File: config.mk
export PLATFORM = sky130hd
export DESIGN_NAME = gpr_sync_mp
export DESIGN_NICKNAME = d
export VERILOG_FILES = /design/src/rtl/gpr_sync_mp.sv
export SDC_FILE = /design/constraint.sdc
export NUM_CORES = 2
export LEC_CHECK = 0
export CAP_MARGIN = 20
export CELL_PAD_IN_SITES_DETAIL_PLACEMENT = 1
export CELL_PAD_IN_SITES_GLOBAL_PLACEMENT = 1
export CORE_UTILIZATION = 35
export DETAILED_ROUTE_END_ITERATION = 12
export PLACE_DENSITY = 0.73
export REMOVE_ABC_BUFFERS = 1
export SLEW_MARGIN = 25
export SYNTH_ARGS = -nofsm -noshare
export SYNTH_HDL_FRONTEND = slang
export SYNTH_SLANG_ARGS = --single-unit
File: constraint.sdc
create_clock -name clk -period 32.6 [get_ports clk]
set_clock_uncertainty 0.05 [all_clocks]
set_input_delay 4.89 -clock clk [delete_from_list [all_inputs] [get_ports clk]]
set_output_delay 4.89 -clock clk [all_outputs]
set_load 0.01 [all_outputs]
File: src/rtl/gpr_sync_mp.sv
// gpr_sync_mp: flop-based register file with one write port and NREAD
// registered read ports. Each read port can forward a write made on the same
// edge, holds its output while reads are disabled, and is cleared
// asynchronously with the rest of the state.

// One registered read port. Evaluates zero-register, bypass and array lookup
// against the pre-edge array contents.
module gpr_rport #(
  parameter int XLEN     = 32,
  parameter int AW       = 5,
  parameter int ZERO_REG = 1,
  parameter int BYPASS   = 1
) (
  input  logic                            clk,
  input  logic                            rst,
  input  logic                            re,
  input  logic [AW-1:0]                   ra,
  input  logic [(1<<AW)-1:0][XLEN-1:0]    mem,
  input  logic                            wr_en,
  input  logic [AW-1:0]                   wr_addr,
  input  logic [XLEN-1:0]                 wr_data,
  output logic [XLEN-1:0]                 q
);

  logic [XLEN-1:0] q_nxt;

  // read-data select: hard zero, forwarded write, or stored value
  always_comb begin
    q_nxt = mem[ra];
    if ((ZERO_REG != 0) && (ra == '0))
      q_nxt = '0;
    else if ((BYPASS != 0) && wr_en && (wr_addr == ra))
      q_nxt = wr_data;
  end

  // output register; holds while re is low
  always_ff @(posedge clk or posedge rst) begin
    if (rst)     q <= '0;
    else if (re) q <= q_nxt;
  end

endmodule

// Top: write-source merge, register array and the read-port array.
module gpr_sync_mp #(
  parameter int XLEN     = 32,
  parameter int AW       = 5,
  parameter int NREAD    = 2,
  parameter int ZERO_REG = 1,
  parameter int BYPASS   = 1
) (
  input  logic                    clk,
  input  logic                    rst,
  input  logic                    gpr_we,
  input  logic                    gpr_wsel,
  input  logic [AW-1:0]           gpr_rd,
  input  logic [XLEN-1:0]         gpr_di,
  input  logic [XLEN-1:0]         csr_rdata,
  input  logic                    gpr_re,
  input  logic [NREAD*AW-1:0]     gpr_ra,
  output logic [NREAD*XLEN-1:0]   gpr_q,
  output logic                    gpr_qvalid
);

  localparam int DEPTH = 1 << AW;

  if (NREAD < 1 || NREAD > 4) begin : g_bad_nread
    $error("gpr_sync_mp: NREAD must be in 1..4");
  end
  if (AW < 1) begin : g_bad_aw
    $error("gpr_sync_mp: AW must be >= 1");
  end
  if (XLEN < 1) begin : g_bad_xlen
    $error("gpr_sync_mp: XLEN must be >= 1");
  end

  typedef struct packed {
    logic            en;
    logic [AW-1:0]   addr;
    logic [XLEN-1:0] data;
  } wr_req_t;

  wr_req_t                     wr;
  logic [DEPTH-1:0][XLEN-1:0]  mem;

  // write request: source merge, and drop writes to a hardwired-zero r0
  always_comb begin
    wr.data = gpr_wsel ? csr_rdata : gpr_di;
    wr.addr = gpr_rd;
    wr.en   = gpr_we && !((ZERO_REG != 0) && (gpr_rd == '0));
  end

  // register array; reset wipes every entry
  always_ff @(posedge clk or posedge rst) begin
    if (rst)        mem <= '0;
    else if (wr.en) mem[wr.addr] <= wr.data;
  end

  // read-valid strobe follows read enable by one edge
  always_ff @(posedge clk or posedge rst) begin
    if (rst) gpr_qvalid <= 1'b0;
    else     gpr_qvalid <= gpr_re;
  end

  for (genvar i = 0; i < NREAD; i++) begin : g_rport
    gpr_rport #(
      .XLEN(XLEN), .AW(AW), .ZERO_REG(ZERO_REG), .BYPASS(BYPASS)
    ) u_rport (
      .clk    (clk),
      .rst    (rst),
      .re     (gpr_re),
      .ra     (gpr_ra[i*AW +: AW]),
      .mem    (mem),
      .wr_en  (wr.en),
      .wr_addr(wr.addr),
      .wr_data(wr.data),
      .q      (gpr_q[i*XLEN +: XLEN])
    );
  end

endmodule

==> flow_summary.ini <==
[drt]
route.detailed.drc = 0
vias = 41600
dr.max_layer_used = met5
met3WireLength_um = 14900
post_drt_wl_per_cell_um = 29.1
wirelength_um = 197000
met2_length_um = 96100
wl_met1_um = 75800
dr.pass1.iters = 5
vias_per_cell = 6.14
drt_iter0_drc = 4103
ant_nets = 0

[clock_tree]
tritoncts = built
insertion_delay_ns = 0.74
post_cts_buffers = 0
cts-root-buf = clkbuf_16
cts_resized = 0
clkTransAtPathRegs_ns = 0.06
htreeDepth = 3
hold_buffers = 0
clock_path_buffers = 3
cts.sinks = 1089
numCtsBuffers = 114

[timing]
fin_crit_ns = 8.59
slew_violations = 0
period_share = 0.263
final.setup.tns_ns = 0
setup_violations = 0
worstMarginPinSlew_ns = 1.10
whs_ns = 0.346
rsz0062_at_grt = no
fmax_mhz = 116
max_slew_margin = 0.268
hold_viol_final = 0

[global_route]
first_global_vias = 44900
grt_overflow = 0
track_usage = 0.248
grt_max_degree = 124
grt_pass1_wl_um = 300000
antenna_found_initial = 8

[logic_synthesis]
synthFlopType = dfrtp_1
yosysWarnings = 0
synth_cell_type_count = 38
muxShareOfSynthArea = 0.246
synth_top_family_by_area = multiplexers
synth-simple-area-share = 0.0848
synth_cells = 4777
avgSynthCellArea_um2 = 11.6
synth-seq-area-share = 0.491
ys_seq_elements = 1089
synth_edf_count = 0
synth_xor_area_frac = 0.00158
synth-compound-area-share = 0.132
syn_area_um2 = 55500
async_reset_ff_frac = 1.00
synthAdderAreaFrac = 0

[placement]
place_inst = 6557
place.gp.congestion = 0.819
hpwlAfterDp_um = 113000
numPortBuffers = 148

[power_and_ir_drop]
ir_drop_v = 0.0000381
p_leak_nw = 25.6
intPower_mw = 2.89
p_seq_frac = 0.452
power.density_nw_per_um2 = 65.9
netSwitchingPower_mw = 1.24
power_frac_clock = 0.329
power_frac_comb = 0.219
switching_share = 0.301

[die]
die_w_um = 400
coreArea_um2 = 157000
die-area_um2 = 160000
die_h_um = 400
rows = 145
io_pins = 149
start_util = 0.354

[outcome]
status = completed

[final_layout]
synthToLayoutAreaGrowth_pct = 12.8
final_cells = 6767
final_common_cell = dfrtp_1
drive_above_1_share = 0.210
diodes = 0
mostFrequentLayoutCells = 1089 x dfrtp_1, 610 x nand2_1, 603 x o21ai_0
nets = 4703
fillers = 16600

[critical_path]
critPathCaptureType = asynchronous set/reset pin
cp.required_ns = 33.29
crit_path_start_kind = primary input
critPathArrivalTime_ns = 9.28
cp_max_fo = 123
path_class = in -> async

[worst_hold_path]
hp-class = reg -> reg

[flow_run]
maxCapViolCount = 0
[per-stage QoR]
step | utilization | worst slack (ns) | power, mW | instance area [µm²]
after floorplan | - | -3.00 | 2.41 | 53300
after global placement | 0.373 | 23.19 | 2.71 | 58600
after detailed placement | 0.374 | 23.12 | 2.77 | 58700
after CTS | 0.399 | 23.90 | 4.14 | 62500
after global routing | 0.399 | 23.42 | 4.31 | 62700
final | 0.399 | 24.01 | 4.13 | 62700
[worst max-delay path, stage by stage]
cell	delay [ns]
clkdlybuf4s50_1	0.49
inv_8	0.60
buf_4	0.73
buf_4	0.81
buf_4	0.65
buf_4	0.78
[routing by layer]
layer,GRT usage,up-vias
met5,0,-
met4,0.120,6
met3,0.0426,536
met2,0.414,1770
met1,0.313,22100
li1,-,17100
[area by class of cell]
type                    instances  area, µm²  area share
well taps                    2058       2570      0.0411
flip-flops and latches       1089      27300       0.435
multi-input cells            3089      26300       0.420
repair buffers                259       2470      0.0394
inverters                      66        255     0.00407
clock inverters                41        515     0.00823
clock buffers                 165       3310      0.0528
[cell families (layout without fill, tap and decap cells)]
family                 after synthesis  in the layout
multiplexers                       640            640
buffers and inverters              599            531
AO/OA/AOI/OAI                     1258           1258
AND/OR/NAND/NOR                   1181           1181
flip-flops                        1089           1089
XOR/XNOR                            10             10
[cell usage after synthesis (all sizes together) (5+ instances only)]
library cell  count  area [µm²]
dfrtp          1089       27300
nand2           618        2320
o21ai           610        3050
mux4            576       13000
nor2            463        1740
clkbuf          406        1530
a21oi           384        1920
a22o            128        1120
buf             127         747
nor2b            68         425
a41oi            64         561
o221ai           64         561
clkinv           62         233
mux2             32         360
mux2i            32         320
xor2             10        87.6
nand3b            8        60.1
nand3             5        25.0
[path summary, 6_finish.rpt]
path / slack (ns) / from / cells past startpoint / endpoint
min: 0.35 / mem[18] / 0 / mem[18]
min reg2reg: 0.35 / mem[18] / 0 / mem[18]
min in group asynchronous: 4.65 / rst / 2 / mem[351]
max: 24.01 / rst / 6 / mem[5]
max in group clk: 24.29 / gpr_ra[5] / 8 / g_rport[1].u_rport.q[23]
max reg2reg: 30.71 / mem[1002] / 4 / g_rport[0].u_rport.q[10]
[registers in the layout, indices dropped and copies added, names as in the netlist]
name and flops:
mem 1024, g_rport.u_rport.q 64, gpr_qvalid 1
[power by group through the flow]
| stage | Sequential (mW) | Combinational (mW) | Clock (mW) |
|---|---|---|---|
| 2_1_floorplan | 1.81 | 0.603 | 0 |
| 3_3_place_gp | 1.85 | 0.853 | 0 |
| 3_5_place_dp | 1.88 | 0.892 | 0 |
| 4_1_cts | 1.86 | 0.903 | 1.37 |
| 5_1_grt | 1.90 | 0.983 | 1.42 |
| 6_report | 1.87 | 0.904 | 1.36 |
Power figures use the tool's default switching activity.
